[config.mk]
export PLATFORM = sky130hd
export DESIGN_NAME = wb_periph_ic_1xn
export DESIGN_NICKNAME = d
export VERILOG_FILES = /design/src/rtl/wb_periph_ic_1xn.sv
export SDC_FILE = /design/constraint.sdc
export NUM_CORES = 1
export LEC_CHECK = 0
export BUFFER_PORTS_ARGS = -buffer_cell sky130_fd_sc_hd__buf_2
export CAP_MARGIN = 20
export CORE_AREA = 2 2 166 168
export CTS_BUF_LIST = sky130_fd_sc_hd__clkbuf_4 sky130_fd_sc_hd__clkbuf_8 sky130_fd_sc_hd__clkbuf_16
export DETAILED_ROUTE_END_ITERATION = 10
export DIE_AREA = 0 0 168 170
export PLACE_DENSITY = 0.49
export REMOVE_ABC_BUFFERS = 1
export SETUP_SLACK_MARGIN = 0.02
export SLEW_MARGIN = 10
export SYNTH_ARGS = -nofsm -noshare
export SYNTH_HDL_FRONTEND = slang
export SYNTH_SLANG_ARGS = --single-unit
[constraint.sdc]
create_clock -name clk -period 5.8 [get_ports clk]
set_input_delay 0.87 -clock clk [delete_from_list [all_inputs] [get_ports clk]]
set_output_delay 0.87 -clock clk [all_outputs]
set_load 0.05 [all_outputs]
[src/rtl/wb_periph_ic_1xn.sv]
// Single-master, N-slave Wishbone register interconnect with decode error.
// Define WB_PERIPH_IC_TIMEOUT_EN to retire stalled slave accesses with ERR.
module wb_periph_ic_1xn #(
  parameter int N_SLAVES = 4,
  parameter int WB_ADDR_WIDTH = 12,
  parameter int WB_DATA_WIDTH = 32,
  parameter logic [N_SLAVES*WB_ADDR_WIDTH-1:0] SLAVE_ADDR_BASE =
    {12'h480, 12'h440, 12'h400, 12'h000},
  parameter logic [N_SLAVES*WB_ADDR_WIDTH-1:0] SLAVE_ADDR_LIMIT =
    {12'h4BF, 12'h44F, 12'h43F, 12'h3FF},
  parameter int TIMEOUT_CYCLES = 256
) (
  input  logic                                   clk,
  input  logic                                   rstn,
  input  logic                                   m_CYC,
  input  logic                                   m_STB,
  input  logic                                   m_WE,
  input  logic [WB_ADDR_WIDTH-1:0]               m_ADR,
  input  logic [WB_DATA_WIDTH-1:0]               m_DAT_W,
  input  logic [WB_DATA_WIDTH/8-1:0]             m_SEL,
  output logic [WB_DATA_WIDTH-1:0]               m_DAT_R,
  output logic                                   m_ACK,
  output logic                                   m_ERR,
  output logic [N_SLAVES-1:0]                    s_CYC,
  output logic [N_SLAVES-1:0]                    s_STB,
  output logic [N_SLAVES-1:0]                    s_WE,
  output logic [N_SLAVES*WB_ADDR_WIDTH-1:0]      s_ADR,
  output logic [N_SLAVES*WB_DATA_WIDTH-1:0]      s_DAT_W,
  output logic [N_SLAVES*WB_DATA_WIDTH/8-1:0]    s_SEL,
  input  logic [N_SLAVES*WB_DATA_WIDTH-1:0]      s_DAT_R,
  input  logic [N_SLAVES-1:0]                    s_ACK,
  input  logic [N_SLAVES-1:0]                    s_ERR,
  output logic                                   to_err
);

  localparam int N  = N_SLAVES;
  localparam int AW = WB_ADDR_WIDTH;
  localparam int DW = WB_DATA_WIDTH;
  localparam int SW = WB_DATA_WIDTH / 8;

  typedef enum logic [1:0] {IDLE, ACTIVE, RESP} state_t;

  state_t        state;
  logic [N-1:0]  sel_q;
  logic          we_q;
  logic [AW-1:0] adr_q;
  logic [DW-1:0] dat_q;
  logic [SW-1:0] be_q;

  logic          hit;
  logic [N-1:0]  hit_oh;
  logic          rsp_ack;
  logic          rsp_err;
  logic [DW-1:0] rsp_dat;
  logic          to_hit;

  // Descending scan so the lowest matching window is the one left standing.
  always_comb begin
    hit    = 1'b0;
    hit_oh = '0;
    for (int i = N - 1; i >= 0; i--) begin
      if (m_ADR >= SLAVE_ADDR_BASE[i*AW +: AW] &&
          m_ADR <= SLAVE_ADDR_LIMIT[i*AW +: AW]) begin
        hit       = 1'b1;
        hit_oh    = '0;
        hit_oh[i] = 1'b1;
      end
    end
  end

  always_comb begin
    rsp_ack = 1'b0;
    rsp_err = 1'b0;
    rsp_dat = '0;
    for (int i = 0; i < N; i++) begin
      if (sel_q[i]) begin
        rsp_ack = s_ACK[i];
        rsp_err = s_ERR[i];
        rsp_dat = s_DAT_R[i*DW +: DW];
      end
    end
  end

  assign s_CYC   = sel_q;
  assign s_STB   = sel_q;
  assign s_WE    = sel_q & {N{we_q}};
  assign s_ADR   = {N{adr_q}};
  assign s_DAT_W = {N{dat_q}};
  assign s_SEL   = {N{be_q}};

`ifdef WB_PERIPH_IC_TIMEOUT_EN
  localparam int CW = (TIMEOUT_CYCLES > 2) ? $clog2(TIMEOUT_CYCLES) : 1;

  logic [CW-1:0] cnt;

  assign to_hit = (cnt == CW'(TIMEOUT_CYCLES - 1));

  always_ff @(posedge clk or negedge rstn) begin
    if (!rstn) begin
      cnt    <= '0;
      to_err <= 1'b0;
    end else begin
      cnt    <= (state == ACTIVE) ? cnt + 1'b1 : '0;
      to_err <= (state == ACTIVE) && m_CYC &&
                !rsp_ack && !rsp_err && to_hit;
    end
  end
`else
  assign to_hit = 1'b0;
  assign to_err = 1'b0;
`endif

  always_ff @(posedge clk or negedge rstn) begin
    if (!rstn) begin
      state   <= IDLE;
      sel_q   <= '0;
      we_q    <= 1'b0;
      adr_q   <= '0;
      dat_q   <= '0;
      be_q    <= '0;
      m_DAT_R <= '0;
      m_ACK   <= 1'b0;
      m_ERR   <= 1'b0;
    end else begin
      m_ACK <= 1'b0;
      m_ERR <= 1'b0;
      unique case (state)
        IDLE: begin
          if (m_CYC && m_STB) begin
            if (hit) begin
              sel_q <= hit_oh;
              we_q  <= m_WE;
              adr_q <= m_ADR;
              dat_q <= m_DAT_W;
              be_q  <= m_SEL;
              state <= ACTIVE;
            end else begin
              m_ERR   <= 1'b1;
              m_DAT_R <= '0;
              state   <= RESP;
            end
          end
        end
        ACTIVE: begin
          if (!m_CYC) begin
            sel_q <= '0;
            state <= IDLE;
          end else if (rsp_ack || rsp_err) begin
            sel_q   <= '0;
            m_DAT_R <= rsp_dat;
            m_ERR   <= rsp_err;
            m_ACK   <= !rsp_err;
            state   <= RESP;
          end else if (to_hit) begin
            sel_q <= '0;
            m_ERR <= 1'b1;
            state <= RESP;
          end
        end
        RESP: begin
          state <= IDLE;
        end
        default: begin
          state <= IDLE;
        end
      endcase
    end
  end

endmodule

Yosys cells after proc, flatten, opt, wreduce, memory -nomap -nowiden

Cells that the tools add are included.

Register bits after elaboration: 89
Bits of input ports: 189
Output and inout port bits: 239
Word-level logic and storage cells: 81

Magnitude comparators: 8
Equality and inequality tests: 7
Mux-type cells: 43
Bitwise gates (word level): 1
Reduce and logical (&&, ||, !) cells: 13

Operators with widths:

| cell                                                                                   | count |
|---|---|
| 32-bit two-way mux                                                                     | 8 |
| 32-bit case mux with 2 select lines                                                    | 1 |
| 12-bit by 11-bit greater-or-equal comparator with 1-bit output (second input constant) | 3 |
| 12-bit by 11-bit less-or-equal comparator with 1-bit output (second input constant)    | 3 |
| 4-bit two-way mux                                                                      | 8 |
| 1-bit two-way mux                                                                      | 19 |
| 12-bit by 1-bit greater-or-equal comparator with 1-bit output (second input constant)  | 1 |
| 12-bit by 10-bit less-or-equal comparator with 1-bit output (second input constant)    | 1 |
| 2-bit != test (second input constant)                                                  | 5 |
| 2-bit two-way mux                                                                      | 4 |
| 4-bit case mux with 2 select lines                                                     | 1 |
| 1-bit logical AND                                                                      | 5 |
| 5-bit AND reduction                                                                    | 1 |
| 4-bit bitwise AND                                                                      | 1 |
| 2-bit case mux with 2 select lines                                                     | 1 |
| 4-bit AND reduction                                                                    | 1 |
| 3-bit != test (second input constant)                                                  | 1 |
| 3-bit AND reduction                                                                    | 1 |
| 2-bit by 1-bit == test with 1-bit output (second input constant)                       | 1 |
| 2-bit zero test                                                                        | 1 |
| 1-bit case mux with 2 select lines                                                     | 1 |
| 2-bit AND reduction                                                                    | 1 |
| 2-bit nonzero test                                                                     | 1 |
| 1-bit zero test                                                                        | 1 |
| 1-bit logical OR                                                                       | 1 |

Depth between registers and ports, before layout

Gate-level depths: netlist of the first run.

Depth in word-level cells: 9
Gate-level depth with buffers: 7

Worst setup path before layout of the first run

OpenSTA, ideal clock, no wires.

Path kind: reg-to-output
From: register sel_q[3], in the netlist s_CYC[3]
To: output port s_WE[3]
Arrival: 1,904 ps
Data required time: 4,930 ps
Setup slack: 3,026 ps
Cell stages (with the launch flop): 5
Path buffers: 3
Cells stage by stage: dfrtp_1 > buf_2 > clkbuf_1 > buf_1 > and2_1

Word-level cells in the longest chain between the ends: 1

RTL lines:

| element                | RTL line | source |
|---|---|---|
| from (decl)            | 44       | `logic [N-1:0] sel_q;` |
| from (signal assigned) | 131      | `sel_q <= hit_oh;` |
| 4-bit bitwise AND      | 86       | `assign s_WE = sel_q & {N{we_q}};` |
| to (decl)              | 26       | `output logic [N_SLAVES-1:0] s_WE,` |

No other way between the ends.

Worst setup path in the final report of the first run

From: input port m_ADR[8]
To: register dat_q[21]

Word-level cells in the longest chain between the ends: 7

RTL lines:

| element                                                                                                                                              | RTL line | source |
|---|---|---|
| from (decl)                                                                                                                                          | 18       | `input logic [WB_ADDR_WIDTH-1:0] m_ADR,` |
| 12-bit by 11-bit greater-or-equal comparator with 1-bit output / 12-bit by 11-bit less-or-equal comparator with 1-bit output (equally long branches) | 62, 63   |  |
| 1-bit logical AND                                                                                                                                    | 62       | `if (m_ADR >= SLAVE_ADDR_BASE[i*AW +: AW] &&` |
| 1-bit two-way mux (3 in series)                                                                                                                      | 62       |  |
| 1-bit two-way mux (*)                                                                                                                                | 62       |  |
| 3-bit AND reduction (no source line) (*)                                                                                                             | --       |  |
| to (signal assigned)                                                                                                                                 | 134      | `dat_q <= m_DAT_W;` |
| to (decl)                                                                                                                                            | 47       | `logic [DW-1:0] dat_q;` |

Every way passes the cells marked *; elsewhere a longest branch is shown, timed or not.
A chain may end at the register's enable or synchronous reset.

==> impl_metrics.toml, run 1 <==
[status]
status = "completed"

[sta]
fin_crit_ns = 3.00
slew_headroom_pct = 32.6
setup_slack_ns = 2.80
slew_violations = 0
hold_viol = 0
max_freq_ghz = 0.333
setup_viol = 0
worst_slew_pin_slew_ns = 1.01
setup-tns-final_ns = 0
grt_setup_unrepaired = "false"
skew_ns = 0.0134
fin_crit_sh_pct = 51.7

[power_and_ir_drop]
power_w = 0.00386
peakVddDrop_uv = 650
power_frac_comb_pct = 60.3
power_frac_clock_pct = 15.9
leakagePower_nw = 3.99
seq_power_share_pct = 23.8
p_int_w = 0.00160
switching_share_pct = 58.6
p_per_area_mw_per_mm2 = 525
switchingPower_w = 0.00226

[worst_setup_path]
rr_worst_depth = 5
reg2reg_from = "state[0]$_DFFE_PN0P_"
startpoint = "m_ADR[8]"
r2r_end = "dat_q[21]$_DFFE_PN0P_"
crit_path_start_kind = "input port"
cp.arrival_ns = 3.22
endpoint = "dat_q[21]$_DFFE_PN0P_"
r2r_slack_ns = 2.90
worstPathMaxFanout = 50
cp-end-kind = "flip-flop"
worstSetupPathType = "input port to flip-flop"
cp.required_ns = 6.02

[global_route]
antenna_found_initial = 0
grt_pass1_wl_mm = 27.1
grt_pass1_vias = 4510
grt_usage_pct = 12.4
grt_max_degree = 73
overflow = 0

[synth]
synth-edff-count = 0
synthArstFlopShare_pct = 100
yosys-top-cells-count = "buf_4, dfrtp_1, mux2_4"
netlist_area_mm2 = 0.00571
syn_inst = 543
synth_area_leaders = "dfrtp_1, buf_4, mux2_4"
ys.warnings.count = 0
ys.flop_type = "dfrtp_1"
synthDominantAreaCellType = "dfrtp_1"
synth_top_area_share_pct = 39.0
synth_cell_types = 36
synth-seq-cells = 89
yosysSeqAreaShare_pct = 39.0
syn_area_per_cell_um2 = 10.5
synth_most_common_cell = "buf_4"

[route]
final_antenna_net_count = 0
detail_route.wl_per_cell_um = 16.4
initialDrtViolationCount = 182
via_per_inst = 4.22
dr.pass1.iters = 4
vias = 4852
wirelength_mm = 18.9
drc_errors = 0

[clock_tree]
cts_tree = "done"
cts_setup_buffers = 0
clock_latency_ns = 0.35
cts_resized = 0
clk_pin_slew_ns = 0.07
root_buffer = "clkbuf_16"
hold_buffers = 0
h-tree-depth = 3
cts_sinks = 89
max-clock-path-buffers = 2
cts-buffers-inserted = 9

[job]
cap_violations = 0

[floorplanning]
start_util_pct = 21.4
design.core.area_mm2 = 0.0267
die_w_um = 168
row_count = 60
fp.dieH_um = 170
die_area_mm2 = 0.0286
ios = 428

[layout]
fin_nets = 992
finish.utilization_pct = 27.6
instances_no_fill = 1149
diodes = 0
drive_above_1_share_pct = 62.3
area_growth_pct = 28.8

[placed_design]
gp_congestion = 0.736
hpwl_mm = 14.5
post-place-ws_ns = 2.44
port_buffers = 426
placed_cells = 1132

[hold_path]
min_path_type = "input port to asynchronous set/reset pin"
-- stage by stage --
stage / area (µm²) / hold WS [ns]
after floorplan: 4410 / 0.518
after global placement: 7030 / 0.466
after detailed placement: 7030 / 0.468
after CTS: 7330 / 0.489
after global routing: 7350 / 0.499
final: 7350 / 0.478
-- how the worst min path moves through the flow --
stage | slack (ns) | depth (start not counted) | endpoint | from
finish | 0.48 | 1 | dat_q[19]$_DFFE_PN0P_ | rstn
detailed placement | 0.47 | 1 | m_DAT_R[22]$_DFFE_PN0P_ | m_DAT_R[22]$_DFFE_PN0P_
global route | 0.50 | 1 | m_DAT_R[23]$_DFFE_PN0P_ | m_DAT_R[23]$_DFFE_PN0P_
global placement | 0.47 | 1 | m_DAT_R[24]$_DFFE_PN0P_ | m_DAT_R[24]$_DFFE_PN0P_
CTS | 0.49 | 1 | dat_q[19]$_DFFE_PN0P_ | rstn
floorplan | 0.52 | 1 | we_q$_DFFE_PN0P_ | we_q$_DFFE_PN0P_
-- power groups by stage --
stage	sequential (W)	clock [W]	combinational, W
global placement	0.000939	0	0.00233
global route	0.000941	0.000673	0.00241
CTS	0.000930	0.000649	0.00234
detailed placement	0.000940	0	0.00233
finish	0.000918	0.000614	0.00233
floorplan	0.00234	0	0.000304
-- critical path, stage by stage --
cell and delay, ns:
buf_2 0.13, o31a_1 0.29, o32a_1 0.19, o31ai_2 0.33
nand3_4 0.76, mux2_4 0.58
-- cell families after synthesis --
family / count (synthesis) / synth area share, %
muxes: 48 / 12.6
and+or+nand+nor: 102 / 10.0
DFF: 89 / 39.0
AOI/OAI and AO/OA: 118 / 15.5
other: 1 / 0.0657
buffers and inverters: 185 / 22.8
-- cells in the final DEF, fill, tap and decap left out, types with 2 or more instances in the layout --
cell type and n:
and2_1 5, o21ai_0 3, nor2_1 5, nor3_1 35, buf_2 425, a221oi_1 30
inv_6 2, mux2_4 48, o2bb2ai_1 30, nand2_1 8, dfrtp_2 2, a211o_1 2
nor2b_1 35, a22o_1 4, a21o_1 2, a211oi_1 3, inv_1 2, clkbuf_16 9
a21oi_1 36, nand3_1 2, or2_2 2, dfrtp_1 87, nor3b_1 3, buf_4 6
nand3b_1 4
-- sequential cells by signal, indices dropped and copies added, names as in the netlist --
signal / flops
adr_q: 12
s_CYC: 4
m_ACK: 1
be_q: 4
m_ERR: 1
m_DAT_R: 32
we_q: 1
state: 2
dat_q: 32
-- area by class of cell --
cell class | instances | area [µm²]
flip-flops and latches | 89 | 2230
clock buffers | 10 | 233
multi-input cells | 269 | 2190
inverters | 2 | 7.51
fillers | 2867 | 19300
well taps | 341 | 427
clock inverters | 6 | 75.1
repair buffers | 432 | 2190
-- metal layers --
| layer | vias to the layer above | wire length (µm) | global-route usage, % |
|---|---|---|---|
| met5 | - | 0 | 0 |
| met4 | 0 | 262 | 3.48 |
| met3 | 13 | 1360 | 3.16 |
| met2 | 265 | 9250 | 21.4 |
| met1 | 2263 | 8020 | 15.3 |
| li1 | 2311 | - | - |
(Power assumes the default switching activity.)
==> run 2: changes to the inputs <==
Settings changed: ABC_AREA set to 1, PLACE_DENSITY 0.49 to 0.52.
Clock period 5.8 ns to 2.45 ns, I/O delays scaled along.
==> impl_metrics.toml, run 2 <==
[sta]
fin_crit_ns = 2.05
whs_ns = 0.206
worst_slew_pin_slew_ns = 0.570
hold_viol = 0
slew_headroom_pct = 62.0
max_freq_ghz = 0.487
fin_crit_sh_pct = 83.8
setup_viol = 0
slew_violations = 0
skew_ns = 0.0140
grt_setup_unrepaired = "false"

[status]
status = "completed"

[synth]
netlist_area_mm2 = 0.00590
syn_inst = 816
ys.warnings.count = 0
synth_cell_types = 29
synth-edff-count = 0
synth_area_leaders = "dfrtp_1, buf_4, nand2_1"
ys.flop_type = "dfrtp_1"
syn_area_per_cell_um2 = 7.24
yosys-top-cells-count = "nand2_1, buf_4, dfrtp_1"
synth_most_common_cell = "nand2_1"
synth_top_area_share_pct = 37.7
yosysSeqAreaShare_pct = 37.7
synthDominantAreaCellType = "dfrtp_1"
synth-seq-cells = 89
synthArstFlopShare_pct = 100

[floorplanning]
ios = 428
start_util_pct = 22.2
design.core.area_mm2 = 0.0267
fp.dieH_um = 170
die_w_um = 168
row_count = 60
die_area_mm2 = 0.0286

[placed_design]
port_buffers = 426
dpl_cell_area_mm2 = 0.00725
gp_congestion = 0.801
hpwl_mm = 16.4

[worst_setup_path]
worstSetupPathType = "flip-flop to primary output"
startpoint = "s_CYC[0]$_DFFE_PN0P_"
worstPathMaxFanout = 35
crit_path_start_kind = "flip-flop"
cp.required_ns = 2.08
reg2reg_from = "s_CYC[2]$_DFFE_PN0P_"
cp.arrival_ns = 1.69
cp-end-kind = "primary output"

[route]
vias = 6022
detail_route.wl_per_cell_um = 15.3
initialDrtViolationCount = 341
via_per_inst = 4.24
dr.pass1.iters = 4
wirelength_mm = 21.8
final_antenna_net_count = 0
drc_errors = 0

[layout]
layout_common_cells = "buf_2, nand2_1, dfrtp_1"
reg_top3 = "dat_q: 32 flops, m_DAT_R: 32 flops, adr_q: 12 flops"
area_growth_pct = 27.8
finish.utilization_pct = 28.3
drive_above_1_share_pct = 43.4
postLayoutCellArea_mm2 = 0.00755
layout_commonest_cell = "buf_2"
fin_nets = 1261

[clock_tree]
root_buffer = "clkbuf_16"
cts_setup_buffers = 0
cts_tree = "done"
clk_pin_slew_ns = 0.08
hold_buffers = 1
cts_sinks = 89
max-clock-path-buffers = 2
h-tree-depth = 3
clock_latency_ns = 0.35
cts-buffers-inserted = 9
cts_resized = 0

[global_route]
grt_pass1_wl_mm = 32.3
grt_pass1_vias = 5569
overflow = 0
antenna_found_initial = 3
grt_usage_pct = 14.6
grt_max_degree = 54

[power_and_ir_drop]
leakagePower_nw = 4.54
seq_power_share_pct = 24.0
switching_share_pct = 61.2
power_frac_clock_pct = 15.3
power_frac_comb_pct = 60.7
power_w = 0.00878
switchingPower_w = 0.00537
p_int_w = 0.00341
peakVddDrop_uv = 1460
p_per_area_mw_per_mm2 = 1160

[job]
cap_violations = 0

[hold_path]
holdCritStartpoint = "m_DAT_W[28]"
min_path_type = "input port to flip-flop"
## run 2: cell count changes after synthesis, sizes merged, moves of 5 or more
cell     previous run  this run
inv                 2        19
o2bb2ai            30         0
o21ai               3        66
buf               160       180
nor2                5        17
nor3               35         1
clkbuf             23        16
and2                5         0
mux2               48         0
a21oi              36        69
nand2               8       274
nand3               3        74
nor2b              36         0
a221oi             30         0
## run 2: metrics by stage
stage | setup slack, ns | TNS, ns | std cells
2_1_floorplan | -1.08 | -39.54 | 620
3_3_place_gp | 0.452 | 0 | 1401
3_5_place_dp | 0.447 | 0 | 1401
4_1_cts | 0.402 | 0 | 1417
5_1_grt | 0.264 | 0 | 1420
6_report | 0.397 | 0 | 1421
## run 2: logic make-up after synthesis
| kind of cell | count (synthesis) | share of synthesized area [%] |
|---|---|---|
| compound gates | 138 | 11.8 |
| buf+inv | 216 | 24.3 |
| flops | 89 | 37.7 |
| other cells | 1 | 0.0635 |
| simple gates | 372 | 26.1 |
## run 2: cell type report
cell class                      count  area (µm²)
Antenna cell                        4        10.0
Inverter                           20        77.6
Tap cell                          341         427
Sequential cell                    89        2230
Clock buffer                        9         225
Timing Repair Buffer              441        2290
Multi-Input combinational cell    511        2240
Clock inverter                      6        50.0
Fill cell                        2934       19100
## run 2: power groups by stage
stage          combinational [W]  clock (W)  sequential [W]
5_1_grt                  0.00557    0.00147         0.00216
6_report                 0.00532    0.00135         0.00211
2_1_floorplan           0.000504          0         0.00548
3_3_place_gp             0.00534          0         0.00213
4_1_cts                  0.00535    0.00142         0.00211
3_5_place_dp             0.00535          0         0.00214
## run 2: worst max-delay path, stage by stage (launching register included)
cell	delay [ns]
dfrtp_1	0.46
buf_4	0.41
nand2_1	0.10
inv_1	0.06
buf_2	0.25
## run 2: path summary, 6_finish.rpt
kind | slack, ns | cells past startpoint | end
max | 0.40 | 4 | s_WE[0]
min | 0.21 | 3 | dat_q[28]$_DFFE_PN0P_
max reg2reg | 0.64 | 10 | m_DAT_R[20]$_DFFE_PN0P_
min reg2reg | 0.46 | 2 | m_DAT_R[31]$_DFFE_PN0P_
max in group asynchronous | 1.26 | 3 | m_DAT_R[9]$_DFFE_PN0P_
min in group asynchronous | 0.52 | 2 | m_DAT_R[10]$_DFFE_PN0P_
## run 2: layer usage
metal / wire, µm / GRT usage [%]
met5: 0 / 0
met4: 640 / 6.47
met3: 1130 / 2.56
met2: 10400 / 23.2
met1: 9600 / 19.4
